===== src/rtl/id_ex_if.sv =====
// ID/EX stage bundle: everything the ID/EX pipeline register exchanges with
// the surrounding core except the clock and reset.
//   master : upstream/core side (drives ID fields, stall/flush, forwarding
//            sources; observes hazard and the EX-stage outputs)
//   slave  : the id_ex_stage register itself
interface id_ex_if #(
  parameter int DW  = 32,
  parameter int AW  = 5,
  parameter int OPW = 4
);
  // pipeline control
  logic           stall;
  logic           flush;
  // ID-stage fields
  logic [DW-1:0]  PC_in;
  logic [AW-1:0]  r1A;
  logic [AW-1:0]  r2A;
  logic [AW-1:0]  rdA;
  logic [DW-1:0]  reg1Data;
  logic [DW-1:0]  reg2Data;
  logic [15:0]    imm16;
  logic           signExt;
  logic           regW_in;
  logic           memR_in;
  logic           memW_in;
  logic           aluSrc_in;
  logic           regDst_in;
  logic [OPW-1:0] aluOp_in;
  // forwarding sources
  logic           exmem_regW;
  logic [AW-1:0]  exmem_wrA;
  logic [DW-1:0]  exmem_res;
  logic           memwb_regW;
  logic [AW-1:0]  memwb_wrA;
  logic [DW-1:0]  memwb_wrD;
  // EX-stage outputs
  logic           hazard;
  logic           valid;
  logic [DW-1:0]  PC_out;
  logic [DW-1:0]  imm_out;
  logic [DW-1:0]  opA;
  logic [DW-1:0]  opB;
  logic [1:0]     fwdA;
  logic [1:0]     fwdB;
  logic [AW-1:0]  wrA_out;
  logic           regW;
  logic           memR;
  logic           memW;
  logic           aluSrc;
  logic [OPW-1:0] aluOp;

  modport master (
    output stall, flush, PC_in, r1A, r2A, rdA, reg1Data, reg2Data, imm16,
           signExt, regW_in, memR_in, memW_in, aluSrc_in, regDst_in, aluOp_in,
           exmem_regW, exmem_wrA, exmem_res, memwb_regW, memwb_wrA, memwb_wrD,
    input  hazard, valid, PC_out, imm_out, opA, opB, fwdA, fwdB, wrA_out,
           regW, memR, memW, aluSrc, aluOp
  );

  modport slave (
    input  stall, flush, PC_in, r1A, r2A, rdA, reg1Data, reg2Data, imm16,
           signExt, regW_in, memR_in, memW_in, aluSrc_in, regDst_in, aluOp_in,
           exmem_regW, exmem_wrA, exmem_res, memwb_regW, memwb_wrA, memwb_wrD,
    output hazard, valid, PC_out, imm_out, opA, opB, fwdA, fwdB, wrA_out,
           regW, memR, memW, aluSrc, aluOp
  );
endinterface


===== src/rtl/id_ex_stage.sv =====
// id_ex_stage: ID/EX pipeline register of the 5-stage MIPS core.
//   - Registers PC+4, register operands, extended immediate, destination and
//     decoded control each cycle (1-cycle latency).
//   - Detects load-use hazards combinationally and inserts one bubble.
//   - Drives forwarded EX operands: EX/MEM first, then MEM/WB, then the
//     registered register-file value. Register 0 is never forwarded.
// Ports:
//   clk  core clock, all state updates on posedge
//   rst  synchronous active-high reset, clears every register
//   bus  id_ex_if.slave: stall/flush, ID fields, forwarding sources,
//        hazard and all EX-stage outputs
// Update priority at posedge: rst > flush > stall > hazard > capture.
// Optional: define ID_EX_TRACE_EN to print a per-cycle trace line and keep a
// cycle counter (cleared by rst). Ports and timing do not change.
module id_ex_stage #(
  parameter int DW  = 32,
  parameter int AW  = 5,
  parameter int OPW = 4
) (
  input logic   clk,
  input logic   rst,
  id_ex_if.slave bus
);

  function automatic logic [DW-1:0] ext_imm(input logic [15:0] imm, input logic sx);
    logic signed [15:0] simm;
    simm = imm;
    return sx ? {{(DW-16){simm[15]}}, imm} : {{(DW-16){1'b0}}, imm};
  endfunction

  // 2'b10 = EX/MEM, 2'b01 = MEM/WB, 2'b00 = registered value
  function automatic logic [1:0] fwd_sel(input logic [AW-1:0] src,
                                         input logic ex_w, input logic [AW-1:0] ex_a,
                                         input logic wb_w, input logic [AW-1:0] wb_a);
    if (ex_w && (ex_a != '0) && (ex_a == src))      return 2'b10;
    else if (wb_w && (wb_a != '0) && (wb_a == src)) return 2'b01;
    else                                            return 2'b00;
  endfunction

  logic           vld_p1;
  logic           regw_p1, memr_p1, memw_p1, alusrc_p1;
  logic [OPW-1:0] aluop_p1;
  logic [DW-1:0]  pc_p1, imm_p1, a_p1, b_p1;
  logic [AW-1:0]  wra_p1, rs_p1, rt_p1;

  logic           hazard_c;
  logic [1:0]     fwda_c, fwdb_c;

  // A load in EX whose destination is read by the instruction in ID
  assign hazard_c = vld_p1 && memr_p1 && (wra_p1 != '0) &&
                    ((wra_p1 == bus.r1A) || (wra_p1 == bus.r2A));

  // ---- ID -> EX register boundary ----
  always_ff @(posedge clk) begin
    if (rst) begin
      vld_p1    <= 1'b0;
      regw_p1   <= 1'b0;
      memr_p1   <= 1'b0;
      memw_p1   <= 1'b0;
      alusrc_p1 <= 1'b0;
      aluop_p1  <= '0;
      pc_p1     <= '0;
      imm_p1    <= '0;
      a_p1      <= '0;
      b_p1      <= '0;
      wra_p1    <= '0;
      rs_p1     <= '0;
      rt_p1     <= '0;
    end else if (bus.flush || (!bus.stall && hazard_c)) begin
      // Bubble: only control is cleared, datapath registers keep stale values
      vld_p1    <= 1'b0;
      regw_p1   <= 1'b0;
      memr_p1   <= 1'b0;
      memw_p1   <= 1'b0;
      alusrc_p1 <= 1'b0;
      aluop_p1  <= '0;
    end else if (!bus.stall) begin
      vld_p1    <= 1'b1;
      regw_p1   <= bus.regW_in;
      memr_p1   <= bus.memR_in;
      memw_p1   <= bus.memW_in;
      alusrc_p1 <= bus.aluSrc_in;
      aluop_p1  <= bus.aluOp_in;
      pc_p1     <= bus.PC_in;
      imm_p1    <= ext_imm(bus.imm16, bus.signExt);
      a_p1      <= bus.reg1Data;
      b_p1      <= bus.reg2Data;
      wra_p1    <= bus.regDst_in ? bus.rdA : bus.r2A;
      rs_p1     <= bus.r1A;
      rt_p1     <= bus.r2A;
    end
  end

  // ---- EX operand forwarding (combinational on registered state) ----
  assign fwda_c = fwd_sel(rs_p1, bus.exmem_regW, bus.exmem_wrA, bus.memwb_regW, bus.memwb_wrA);
  assign fwdb_c = fwd_sel(rt_p1, bus.exmem_regW, bus.exmem_wrA, bus.memwb_regW, bus.memwb_wrA);

  always_comb begin
    bus.opA = a_p1;
    bus.opB = b_p1;
    if (fwda_c == 2'b10)      bus.opA = bus.exmem_res;
    else if (fwda_c == 2'b01) bus.opA = bus.memwb_wrD;
    if (fwdb_c == 2'b10)      bus.opB = bus.exmem_res;
    else if (fwdb_c == 2'b01) bus.opB = bus.memwb_wrD;
  end

  assign bus.hazard  = hazard_c;
  assign bus.valid   = vld_p1;
  assign bus.PC_out  = pc_p1;
  assign bus.imm_out = imm_p1;
  assign bus.fwdA    = fwda_c;
  assign bus.fwdB    = fwdb_c;
  assign bus.wrA_out = wra_p1;
  assign bus.regW    = regw_p1;
  assign bus.memR    = memr_p1;
  assign bus.memW    = memw_p1;
  assign bus.aluSrc  = alusrc_p1;
  assign bus.aluOp   = aluop_p1;

`ifdef ID_EX_TRACE_EN
  integer cyc;

  always_ff @(posedge clk) begin
    if (rst) begin
      cyc <= 0;
    end else begin
      cyc <= cyc + 1;
      if (bus.flush || (!bus.stall && hazard_c))
        $display("[ID/EX] cyc=%0d bubble", cyc);
      else if (!bus.stall)
        $display("[ID/EX] cyc=%0d PC=%h rs=%0d rt=%0d A=%h B=%h",
                 cyc, bus.PC_in, bus.r1A, bus.r2A, bus.reg1Data, bus.reg2Data);
    end
  end
`endif

endmodule


===== src/flat_wrapper.sv =====
// flat-port wrapper written by rule: the top's interface ports become plain ports
module id_ex_stage_flat 
#(
  parameter int DW  = 32,
  parameter int AW  = 5,
  parameter int OPW = 4
)
  (clk, rst, bus_stall, bus_flush, bus_PC_in, bus_r1A, bus_r2A, bus_rdA, bus_reg1Data, bus_reg2Data, bus_imm16, bus_signExt, bus_regW_in, bus_memR_in, bus_memW_in, bus_aluSrc_in, bus_regDst_in, bus_aluOp_in, bus_exmem_regW, bus_exmem_wrA, bus_exmem_res, bus_memwb_regW, bus_memwb_wrA, bus_memwb_wrD, bus_hazard, bus_valid, bus_PC_out, bus_imm_out, bus_opA, bus_opB, bus_fwdA, bus_fwdB, bus_wrA_out, bus_regW, bus_memR, bus_memW, bus_aluSrc, bus_aluOp);
  id_ex_if #(.DW(DW), .AW(AW), .OPW(OPW)) bus_i ();
  input logic clk;
  input logic rst;
  input wire logic [$bits(bus_i.stall)-1:0] bus_stall;
  input wire logic [$bits(bus_i.flush)-1:0] bus_flush;
  input wire logic [$bits(bus_i.PC_in)-1:0] bus_PC_in;
  input wire logic [$bits(bus_i.r1A)-1:0] bus_r1A;
  input wire logic [$bits(bus_i.r2A)-1:0] bus_r2A;
  input wire logic [$bits(bus_i.rdA)-1:0] bus_rdA;
  input wire logic [$bits(bus_i.reg1Data)-1:0] bus_reg1Data;
  input wire logic [$bits(bus_i.reg2Data)-1:0] bus_reg2Data;
  input wire logic [$bits(bus_i.imm16)-1:0] bus_imm16;
  input wire logic [$bits(bus_i.signExt)-1:0] bus_signExt;
  input wire logic [$bits(bus_i.regW_in)-1:0] bus_regW_in;
  input wire logic [$bits(bus_i.memR_in)-1:0] bus_memR_in;
  input wire logic [$bits(bus_i.memW_in)-1:0] bus_memW_in;
  input wire logic [$bits(bus_i.aluSrc_in)-1:0] bus_aluSrc_in;
  input wire logic [$bits(bus_i.regDst_in)-1:0] bus_regDst_in;
  input wire logic [$bits(bus_i.aluOp_in)-1:0] bus_aluOp_in;
  input wire logic [$bits(bus_i.exmem_regW)-1:0] bus_exmem_regW;
  input wire logic [$bits(bus_i.exmem_wrA)-1:0] bus_exmem_wrA;
  input wire logic [$bits(bus_i.exmem_res)-1:0] bus_exmem_res;
  input wire logic [$bits(bus_i.memwb_regW)-1:0] bus_memwb_regW;
  input wire logic [$bits(bus_i.memwb_wrA)-1:0] bus_memwb_wrA;
  input wire logic [$bits(bus_i.memwb_wrD)-1:0] bus_memwb_wrD;
  output wire logic [$bits(bus_i.hazard)-1:0] bus_hazard;
  output wire logic [$bits(bus_i.valid)-1:0] bus_valid;
  output wire logic [$bits(bus_i.PC_out)-1:0] bus_PC_out;
  output wire logic [$bits(bus_i.imm_out)-1:0] bus_imm_out;
  output wire logic [$bits(bus_i.opA)-1:0] bus_opA;
  output wire logic [$bits(bus_i.opB)-1:0] bus_opB;
  output wire logic [$bits(bus_i.fwdA)-1:0] bus_fwdA;
  output wire logic [$bits(bus_i.fwdB)-1:0] bus_fwdB;
  output wire logic [$bits(bus_i.wrA_out)-1:0] bus_wrA_out;
  output wire logic [$bits(bus_i.regW)-1:0] bus_regW;
  output wire logic [$bits(bus_i.memR)-1:0] bus_memR;
  output wire logic [$bits(bus_i.memW)-1:0] bus_memW;
  output wire logic [$bits(bus_i.aluSrc)-1:0] bus_aluSrc;
  output wire logic [$bits(bus_i.aluOp)-1:0] bus_aluOp;
  assign bus_i.stall = bus_stall;
  assign bus_i.flush = bus_flush;
  assign bus_i.PC_in = bus_PC_in;
  assign bus_i.r1A = bus_r1A;
  assign bus_i.r2A = bus_r2A;
  assign bus_i.rdA = bus_rdA;
  assign bus_i.reg1Data = bus_reg1Data;
  assign bus_i.reg2Data = bus_reg2Data;
  assign bus_i.imm16 = bus_imm16;
  assign bus_i.signExt = bus_signExt;
  assign bus_i.regW_in = bus_regW_in;
  assign bus_i.memR_in = bus_memR_in;
  assign bus_i.memW_in = bus_memW_in;
  assign bus_i.aluSrc_in = bus_aluSrc_in;
  assign bus_i.regDst_in = bus_regDst_in;
  assign bus_i.aluOp_in = bus_aluOp_in;
  assign bus_i.exmem_regW = bus_exmem_regW;
  assign bus_i.exmem_wrA = bus_exmem_wrA;
  assign bus_i.exmem_res = bus_exmem_res;
  assign bus_i.memwb_regW = bus_memwb_regW;
  assign bus_i.memwb_wrA = bus_memwb_wrA;
  assign bus_i.memwb_wrD = bus_memwb_wrD;
  assign bus_hazard = bus_i.hazard;
  assign bus_valid = bus_i.valid;
  assign bus_PC_out = bus_i.PC_out;
  assign bus_imm_out = bus_i.imm_out;
  assign bus_opA = bus_i.opA;
  assign bus_opB = bus_i.opB;
  assign bus_fwdA = bus_i.fwdA;
  assign bus_fwdB = bus_i.fwdB;
  assign bus_wrA_out = bus_i.wrA_out;
  assign bus_regW = bus_i.regW;
  assign bus_memR = bus_i.memR;
  assign bus_memW = bus_i.memW;
  assign bus_aluSrc = bus_i.aluSrc;
  assign bus_aluOp = bus_i.aluOp;
  id_ex_stage #(.DW(DW), .AW(AW), .OPW(OPW)) u_core (.clk(clk), .rst(rst), .bus(bus_i));
endmodule

===== config.mk =====
export PLATFORM = sky130hd
export DESIGN_NAME = id_ex_stage_flat
export DESIGN_NICKNAME = d
export VERILOG_FILES = /design/src/rtl/id_ex_if.sv /design/src/rtl/id_ex_stage.sv /design/src/flat_wrapper.sv
export SDC_FILE = /design/constraint.sdc
export NUM_CORES = 1
export LEC_CHECK = 0
export CAP_MARGIN = 25
export CORE_MARGIN = 4
export CORE_UTILIZATION = 41
export CTS_CLUSTER_SIZE = 20
export DETAILED_ROUTE_END_ITERATION = 6
export GPL_TIMING_DRIVEN = 1
export MAX_ROUTING_LAYER = met4
export PLACE_DENSITY = 0.77
export SYNTH_ARGS = -nofsm -noshare
export SYNTH_HDL_FRONTEND = slang
export SYNTH_SLANG_ARGS = --single-unit

===== constraint.sdc =====
create_clock -name clk -period 1.9 [get_ports clk]
set_clock_uncertainty 0.15 [all_clocks]
set_input_delay 0.285 -clock clk [delete_from_list [all_inputs] [get_ports clk]]
set_output_delay 0.285 -clock clk [all_outputs]
set_load 0.005 [all_outputs]

==> results of run 1 <==
-- cell usage in the layout (no fill, tap or decap), drive strengths merged, types with 4 or more instances in the layout --
cell	Yosys	final
xor2	6	6
nand3	21	21
clkdlybuf4s15	0	4
xnor2	24	24
clkdlybuf4s50	0	281
dfxtp	137	137
buf	62	209
nand2	188	188
o21ai	75	75
mux2	5	5
clkbuf	87	56
diode	0	7
a211oi	11	11
a32oi	122	122
inv	6	9
mux2i	186	186
nor3b	122	122
and3	122	122
clkinv	1	9
-- area by class of cell --
class,count,area [um^2],share of cell area
diodes,7,17.5,0.00102
clock buffers,19,433,0.0251
clock inverters,13,145,0.00843
inverters,7,31.3,0.00182
multi-input cells,902,7550,0.439
flip-flops and latches,137,2770,0.161
well taps,319,399,0.0232
repair buffers,538,5870,0.341
-- cells in the mapped netlist, drive strengths merged (2+ instances only) --
master	number	area (um^2)
a211oi	11	82.6
a32oi	122	1070
and3	122	763
buf	62	423
clkbuf	87	327
dfxtp	137	2740
inv	6	22.5
mux2	5	56.3
mux2i	186	1860
nand2	188	706
nand3	21	105
nand4	2	12.5
nor2b	2	12.5
nor3	2	20.0
nor3b	122	916
nor4	2	12.5
o21ai	75	375
or4	3	26.3
xnor2	24	210
xor2	6	52.6
-- per-stage QoR --
stage	util	instance area, um^2	worst slack [ns]	setup TNS (ns)	hold slack, ns
2_1_floorplan	-	10100	-0.0979	-13.06	0.295
3_3_place_gp	0.603	14200	-1.21	-127.78	0.309
3_5_place_dp	0.603	14200	-1.23	-133.98	0.317
4_1_cts	0.675	16000	-0.837	-80.51	0.0527
5_1_grt	0.729	17200	-0.943	-102.49	0.0661
6_report	0.729	17200	-0.820	-85.76	0.0685
-- state kept, by name (all words and copies together), names as in the netlist --
| register | cells |
|---|---|
| u_core.a_p1 | 32 |
| u_core.bus.imm_out | 17 |
| u_core.b_p1 | 32 |
| u_core.bus.wrA_out | 5 |
| u_core.bus.valid | 1 |
| u_core.bus.regW | 1 |
| u_core.bus.aluSrc | 1 |
| u_core.bus.memR | 1 |
| u_core.bus.aluOp | 4 |
| u_core.bus.PC_out | 32 |
| u_core.rs_p1 | 5 |
| u_core.rt_p1 | 5 |
| u_core.bus.memW | 1 |
-- logic make-up after synthesis --
group                     count (synthesis)
and+or+nand+nor                         467
DFF                                     137
buffers and inverters                   156
AOI/OAI and AO/OA                       214
xor gates and xnor gates                 30
muxes                                   191
-- metal layers --
metal	share of wire	vias to the layer above
li1	-	5298
met1	0.38	5526
met2	0.49	546
met3	0.085	126
met4	0.041	0
met5	0	-
-- power by group through the flow --
stage | combinational [mW] | sequential (mW) | clock (mW)
final | 2.61 | 3.39 | 3.37
after global routing | 2.78 | 3.41 | 3.54
after detailed placement | 2.39 | 3.39 | 0
after floorplan | 1.03 | 3.34 | 0
after CTS | 2.44 | 3.34 | 3.40
after global placement | 2.35 | 3.38 | 0
-- worst min path at each step --
stage | cells after the start | startpoint | to
6_report | 2 | rst | u_core.bus.wrA_out[0]
5_1_grt | 2 | rst | u_core.bus.wrA_out[0]
4_1_cts | 2 | rst | u_core.bus.wrA_out[4]
3_5_place_dp | 2 | u_core.bus.aluOp[3] | u_core.bus.aluOp[3]
3_3_place_gp | 2 | u_core.bus.aluOp[3] | u_core.bus.aluOp[3]
2_1_floorplan | 2 | bus_aluOp_in[0] | u_core.bus.aluOp[0]
-- timing repair --
action,4_1_cts,5_1_grt
setup buffers,36,21
gates resized for setup,344,234
pin swaps,50,84
gates cloned,21,19
endpoints found under the setup margin,215,203
==> summary.txt, run 1 <==
Final Max Slew Viols = 0
sequential share of power = 0.362
Non-Filler Instances = 1942
Crit-path slowest cell = dfxtp_4
fillers = 1669
max cap viols = 0
Gate power share = 0.278
die area = 26600 um^2
Worst-Skew Late Latency = 0.43 ns
antenna violations before repair = 7
worst r2r path cells = 8
Slew headroom = 0.662
Power Dens Cells = 544 nW/um^2
starting density of the core = 0.418
CP top delay family = buffers and inverters
Detail Route Antenna Nets = 0
EDFF count, synth = 0
Placed Instances = 1812
setup ws final = -0.820 ns
die width = 163 um
switching share of power = 0.300
slowest stage delay, CP = 0.36 ns
first drt pass iteration count = 5
Int Pwr = 6.55 mW
Buffers & Inverters on Critical Path = 4
routed length per instance = 23.1 um
port buffer count = 363
Clk pwr share = 0.360
# rows = 56
crit-path cells = xnor2_2 -> nand4_1 -> nor3_4 -> buf_6 -> buf_16 -> buf_12 -> mux2i_1 -> o21ai_1 -> clkbuf_2
critical path arrival = 2.28 ns
CP Max Fanout = 6
met3 usage = 0.0954
TritonCTS clock tree = done
number of remaining DRC errors = 0
CTS Buf Count = 17
I/O pins = 364
root buf cell = clkbuf_16
clock slew at reported path FFs = 0.06 ns
Sw Pwr = 2.81 mW
Setup CP Type = register to output port
layout cells sized above 1 = 0.315
Core Box Area = 23600 um^2
largest family of logic cells by synthesized area = simple AND/OR/NAND/NOR gates
peak supply drop = 0.000548 V
post-synthesis sequential area ratio = 0.278
Critical Path Sink = bus_opB[21]
ys flop type = dfxtp_1
Least-Margin Pin Slew = 0.507 ns
Synth async-reset ratio = 0
Lkg Pwr = 6.52 nW
largest net degree at the start of global routing = 67
grt ovf = 0
RSZ-0062 raised after global routing = yes
area grow syn2layout = 74.4%
final hold violation count = 0
Post-Synth Adder-Cell Area = 0
Worst EP required = 1.46 ns
post-route minimum period = 2.72 ns
Most Crowded Layer GR = met2
Max Buffers Root-to-Sink = 2
Synth Area in Compound Gates = 0.160
Yosys Warn Count = 0
#FFs+latches synth = 137
R2R Path End = u_core.a_p1[16]
initial DRC count = 896
GR Util met2 = 0.490
count of different cell masters after synthesis = 35
Hold-fix buffers, CTS = 0
Synth Area in Simple Gates = 0.262
CP Launch Point = u_core.rt_p1[1]
status = complete, but fails checks
Crit path depth = 9
final setup fails = 197
Die H = 163 um
M1 GR Usage = 0.337
routed wire length = 44.9 mm
via count = 11.5k
DP HPWL = 25.7 mm
clk sinks = 137
post-synthesis mux area share = 0.194
Post-Syn Area = 9870 um^2
Power, Total = 9.36 mW
Cells after Synth = 1195
crit end category = output port
Period Utilization, post-route = 1.43
flop2flop setup slack = -0.39 ns
vias per cell = 5.92
worst r2r src = u_core.bus.wrA_out[0]
NumNets Final = 1820
H-tree depth = 4
GRT Overall Usage = 0.300
type of origin of the critical path = register
syn_nets = 1412
Fmax = 368 MHz
Hold Path Class = primary input to register
global-route wire length before repair = 61.4 mm
number of global-route vias before repair = 11.1k
synthesized area per cell = 8.26 um^2
Synth Area in XOR/XNOR = 0.0266
violated checks = negative setup slack
Placer Congestion = 0.849
Power figures use the tool's default switching activity.
==> run 2: changes to the inputs <==
--- a/config.mk
+++ b/config.mk
@@ -8,11 +8,13 @@
 export CAP_MARGIN = 25
 export CORE_MARGIN = 4
 export CORE_UTILIZATION = 41
+export CTS_BUF_LIST = sky130_fd_sc_hd__clkbuf_8 sky130_fd_sc_hd__clkbuf_16
 export CTS_CLUSTER_SIZE = 20
 export DETAILED_ROUTE_END_ITERATION = 6
 export GPL_TIMING_DRIVEN = 1
 export MAX_ROUTING_LAYER = met4
 export PLACE_DENSITY = 0.77
+export REMOVE_ABC_BUFFERS = 1
 export SYNTH_ARGS = -nofsm -noshare
 export SYNTH_HDL_FRONTEND = slang
 export SYNTH_SLANG_ARGS = --single-unit
==> summary.txt, run 2 (synthesis results as in run 1) <==
status = complete, but fails checks
violated checks = negative setup slack
number of remaining DRC errors = 0 (unchanged)
root buf cell = clkbuf_16
peak supply drop = 0.000523 V (-4.5%)
fin util = 0.753 (+0.0235)
NumNets Final = 1847 (+1.5%)
max cap viols = 0 (unchanged)
die width = 163 um (unchanged)
CTS Buf Count = 17 (unchanged)
via count = 12.3k (+6.6%)
hold endpoint = u_core.bus.aluOp[3]
flop2flop setup slack = -0.45 ns (-0.06 ns)
global-route wire length before repair = 68.6 mm (+12%)
initial DRC count = 974 (+8.7%)
Fmax = 339 MHz (-7.9%)
critical path arrival = 2.52 ns (+0.24 ns)
TritonCTS clock tree = done
worst r2r path cells = 8 (unchanged)
vias per cell = 6.24 (+5.4%)
worst r2r src = u_core.bus.wrA_out[4]
final hold violation count = 0 (unchanged)
worst hold slack = 0.292 ns (+0.224 ns)
RSZ-0062 raised after global routing = yes
I/O pins = 364 (unchanged)
Lkg Pwr = 6.73 nW (+3.2%)
DP HPWL = 24.5 mm (-5.0%)
min-delay src = bus_aluOp_in[3]
Worst EP required = 1.46 ns (about the same)
routed wire length = 49.8 mm (+11%)
die area = 26600 um^2 (unchanged)
Detail Route Antenna Nets = 0 (unchanged)
clk sinks = 137 (unchanged)
starting density of the core = 0.418 (unchanged)
post-route minimum period = 2.95 ns (+0.233 ns)
port buffer count = 363 (unchanged)
Slew headroom = 0.603 (-0.0586)
setup ws final = -1.05 ns (-0.233 ns)
grt ovf = 0 (unchanged)
type of origin of the critical path = register
crit-path cells = xnor2_1 -> nand4_1 -> nor3_4 -> buf_12 -> buf_12 -> buf_16 -> buf_12 -> mux2i_4 -> o21ai_2 -> buf_2
critical path's most frequent cell = buf_12
H-tree depth = 4 (unchanged)
Die H = 163 um (unchanged)
most frequent cells in the layout = clkdlybuf4s50_1 (282), nand2_1 (178), mux2i_1 (155)
Hold Path Class = primary input to register
antenna violations before repair = 3 (-4)
Least-Margin Pin Slew = 0.596 ns (+0.0891 ns)
number of global-route vias before repair = 12.1k (+9.3%)
pre-CTS setup slack = -1.48 ns (-0.252 ns)
Setup CP Type = register to output port
CP Max Fanout = 5 (-1)
commonest non-fill, non-tap cell in the layout = clkdlybuf4s50_1
crit end category = output port
TNS Setup = -90.19 ns (-4.44 ns)
Worst-Skew Late Latency = 0.42 ns (about the same)
area of the multi-input gates = 7600 um^2 (+0.65%)
layout cells sized above 1 = 0.341 (+0.0259)
Crit-path slowest cell = dfxtp_2
Min-Delay Path Depth = 3 (+1)
Period Utilization, post-route = 1.55 (+0.123)
largest net degree at the start of global routing = 132 (+97%)
# rows = 56 (unchanged)
fillers = 1534 (-8.1%)
R2R Path End = u_core.b_p1[2]
GRT Overall Usage = 0.333 (+0.0331)
final setup fails = 204 (+3.6%)
Placer Congestion = 0.855 (+0.61%)
routed length per instance = 25.4 um (+9.7%)
Power Dens Cells = 541 nW/um^2 (-0.54%)
area grow syn2layout = 80.0%
slowest stage delay, CP = 0.39 ns (+0.03 ns)
Buffers & Inverters on Critical Path = 5 (+1)
first drt pass iteration count = 6 (+1)
clock slew at reported path FFs = 0.07 ns (about the same)
CP top delay family = buffers and inverters
CP Launch Point = u_core.rt_p1[1]
register area = 2780 um^2 (+0.27%)
Max Buffers Root-to-Sink = 2 (unchanged)
Core Box Area = 23600 um^2 (unchanged)
Final Max Slew Viols = 0 (unchanged)
run 2: cell type report:
cell class	instances	area share
multi-input combinational	902	0.428
timing repair buffer	565	0.359
sequential	137	0.156
clock buffer	19	0.0255
tap	319	0.0225
clock inverter	13	0.00683
inverter	7	0.00176
antenna	3	0.000422
run 2: repair_timing:
| item | CTS | global route |
|---|---|---|
| setup endpoints to repair | 214 | 207 |
| resized for setup | 606 | 146 |
| setup buffers | 62 | 29 |
| pin swaps | 87 | 67 |
| hold buffers | 0 | 0 |
| cloned | 31 | 9 |
run 2: worst max path at each step:
stage,end,cells after the start
after floorplan,bus_hazard,4
after global placement,bus_opB[6],9
after detailed placement,bus_opB[28],9
after CTS,bus_opB[28],8
after global routing,bus_opB[4],10
final,bus_opB[4],10
run 2: tightest hold or removal path, cell delays in order:
cell and delay, ns:
clkdlybuf4s50_1 0.39, nand3_1 0.08, o21ai_1 0.05
run 2: through the flow:
step | area (um^2) | std cells | power, mW
6_report | 17800 | 1965 | 9.61
5_1_grt | 17800 | 1965 | 9.89
4_1_cts | 17200 | 1941 | 9.26
3_5_place_dp | 14200 | 1816 | 5.73
3_3_place_gp | 14200 | 1816 | 5.67
2_1_floorplan | 9120 | 1046 | 4.37
run 2: routing by layer:
metal	GRT usage	wire length [um]	vias up
li1	-	-	5347
met2	0.558	23800	789
met3	0.0732	4940	233
met5	-	0	-
met1	0.382	18100	5887
met4	0.151	3000	0
run 2: power by group:
part | leakage [nW] | internal [mW] | switching [mW] | total (mW)
clock | 0.274 | 1.89 | 1.48 | 3.37
combinational | 5.32 | 1.59 | 1.27 | 2.86
sequential | 1.14 | 3.13 | 0.255 | 3.38
==> run 3: changes to the inputs <==
--- a/config.mk
+++ b/config.mk
@@ -6,14 +6,16 @@
 export NUM_CORES = 1
 export LEC_CHECK = 0
 export CAP_MARGIN = 25
+export CELL_PAD_IN_SITES_DETAIL_PLACEMENT = 1
+export CELL_PAD_IN_SITES_GLOBAL_PLACEMENT = 1
 export CORE_MARGIN = 4
-export CORE_UTILIZATION = 41
+export CORE_UTILIZATION = 33
 export CTS_BUF_LIST = sky130_fd_sc_hd__clkbuf_8 sky130_fd_sc_hd__clkbuf_16
 export CTS_CLUSTER_SIZE = 20
 export DETAILED_ROUTE_END_ITERATION = 6
 export GPL_TIMING_DRIVEN = 1
 export MAX_ROUTING_LAYER = met4
-export PLACE_DENSITY = 0.77
+export PLACE_DENSITY = 0.88
 export REMOVE_ABC_BUFFERS = 1
 export SYNTH_ARGS = -nofsm -noshare
 export SYNTH_HDL_FRONTEND = slang
==> constraint.sdc (replaced) <==
create_clock -name clk -period 2.75 [get_ports clk]
set_clock_uncertainty 0.15 [all_clocks]
set_input_delay 0.4125 -clock clk [delete_from_list [all_inputs] [get_ports clk]]
set_output_delay 0.4125 -clock clk [all_outputs]
set_load 0.005 [all_outputs]
==> summary.txt, run 3 (synthesis results as in run 1) <==
CP Launch Point = bus_memwb_wrA[2]
port buffer count = 363 (unchanged)
violated checks = negative setup slack
global-route wire length before repair = 69.2 mm (+0.85%)
Core Box Area = 29600 um^2 (+25%)
min-delay src = u_core.bus.aluSrc
vias per cell = 5.77 (-7.4%)
Detail Route Antenna Nets = 0 (unchanged)
Die H = 181 um (+11%)
routed wire length = 46.0 mm (-7.7%)
I/O pins = 364 (unchanged)
via count = 11.3k (-7.8%)
worst r2r path cells = 6 (-2)
peak supply drop = 0.000357 V (-32%)
commonest non-fill, non-tap cell in the layout = clkdlybuf4s50_1
# rows = 63 (+13%)
root buf cell = clkbuf_16
antenna violations before repair = 4 (+1)
Worst EP required = 2.19 ns (+0.73 ns)
die area = 32800 um^2 (+23%)
Max Buffers Root-to-Sink = 2 (unchanged)
Final Max Slew Viols = 0 (unchanged)
TritonCTS clock tree = done
number of remaining DRC errors = 0 (unchanged)
GRT Overall Usage = 0.268 (-0.0653)
DP HPWL = 27.7 mm (+13%)
most frequent cells in the layout = clkdlybuf4s50_1 (282), mux2i_1 (174), nand2_1 (174)
largest net degree at the start of global routing = 124 (-6.1%)
Hold-fix buffers, CTS = 0 (unchanged)
Cell Area, Placed = 14100 um^2 (-0.82%)
worst r2r src = u_core.bus.wrA_out[0]
worst hold slack = 0.332 ns (+0.0395 ns)
Lkg Pwr = 6.35 nW (-5.7%)
setup ws final = -0.390 ns (+0.663 ns)
Worst-Skew Late Latency = 0.42 ns (about the same)
Least-Margin Pin Slew = 0.761 ns (+0.166 ns)
clk sinks = 137 (unchanged)
starting density of the core = 0.334 (-0.0841)
number of global-route vias before repair = 12.1k (+0.091%)
CTS Buf Count = 17 (unchanged)
layout cells sized above 1 = 0.204 (-0.137)
Placer Congestion = 0.885 (+3.5%)
TNS Setup = -12.17 ns (+78.02 ns)
final hold violation count = 0 (unchanged)
routed length per instance = 23.5 um (-7.4%)
post-route minimum period = 3.14 ns
Setup CP Type = primary input to output port
Slew headroom = 0.492 (-0.111)
Finished Cell Area = 15600 um^2 (-12%)
H-tree depth = 4 (unchanged)
Power Dens Cells = 419 nW/um^2 (-22%)
fin util = 0.529 (-0.224)
die width = 181 um (+11%)
critical path arrival = 2.58 ns (+0.06 ns)
max cap viols = 0 (unchanged)
crit end category = output port
Min-Delay Path Depth = 2 (-1)
grt ovf = 0 (unchanged)
status = complete, but fails checks
NumNets Final = 1768 (-4.3%)
Period Utilization, post-route = 1.14
initial DRC count = 690 (-29%)
Fmax = 318 MHz
clock slew at reported path FFs = 0.06 ns (about the same)
pre-CTS setup slack = -1.00 ns (+0.482 ns)
Hold Path Class = register to register
CP Max Fanout = 5 (unchanged)
type of origin of the critical path = primary input
final setup fails = 67 (-67%)
RSZ-0062 raised after global routing = yes
area grow syn2layout = 58.4%
first drt pass iteration count = 6 (unchanged)
run 3: stage by stage:
step	cells	total power, mW
after floorplan	1046	3.02
after global placement	1866	3.90
after detailed placement	1867	3.97
after CTS	1954	6.53
after global routing	1958	6.82
final	1958	6.56
run 3: what timing repair did:
action                                  in CTS  in global routing
endpoints found under the setup margin      69                 68
buffers inserted                            54                  6
pin swaps                                   34                 21
gates cloned                                 9                  0
gates resized for setup                    459                 60
run 3: worst paths after layout:
check | slack (ns) | endpoint
setup / recovery | -0.39 | bus_opB[30]
hold / removal | 0.33 | u_core.bus.aluSrc
setup reg to reg | 0.39 | u_core.a_p1[14]
hold reg to reg | 0.33 | u_core.bus.aluSrc
run 3: layer usage:
metal  share of wire  routed length [um]  global-route usage
met5               0                   0                   -
met4           0.041                1890               0.107
met3           0.059                2730              0.0616
met2            0.50               22900               0.457
met1            0.40               18500               0.304
run 3: layout make-up:
cell class              instances  area, um^2
well taps                     390         488
clock buffers                  17         425
repair buffers                486        5000
flip-flops and latches        137        2760
multi-input cells             902        6730
fillers                      3351       13900
diodes                          4        10.0
inverters                       7        31.3
clock inverters                15         199
run 3: critical path, cell delays in order:
cell and delay, ns:
buf_2 0.14, or4_4 0.51, o21ai_4 0.24, nor3_4 0.08
buf_12 0.15, buf_16 0.14, buf_12 0.13, buf_6 0.12
buf_16 0.14, mux2i_2 0.17, o21ai_2 0.19, buf_2 0.16
run 3: power breakdown:
| group | internal (mW) | switching (mW) | leakage, nW |
|---|---|---|---|
| Combinational | 0.948 | 0.776 | 4.91 |
| Clock | 1.53 | 0.988 | 0.303 |
| Sequential | 2.16 | 0.164 | 1.13 |
| Total | 4.63 | 1.93 | 6.35 |
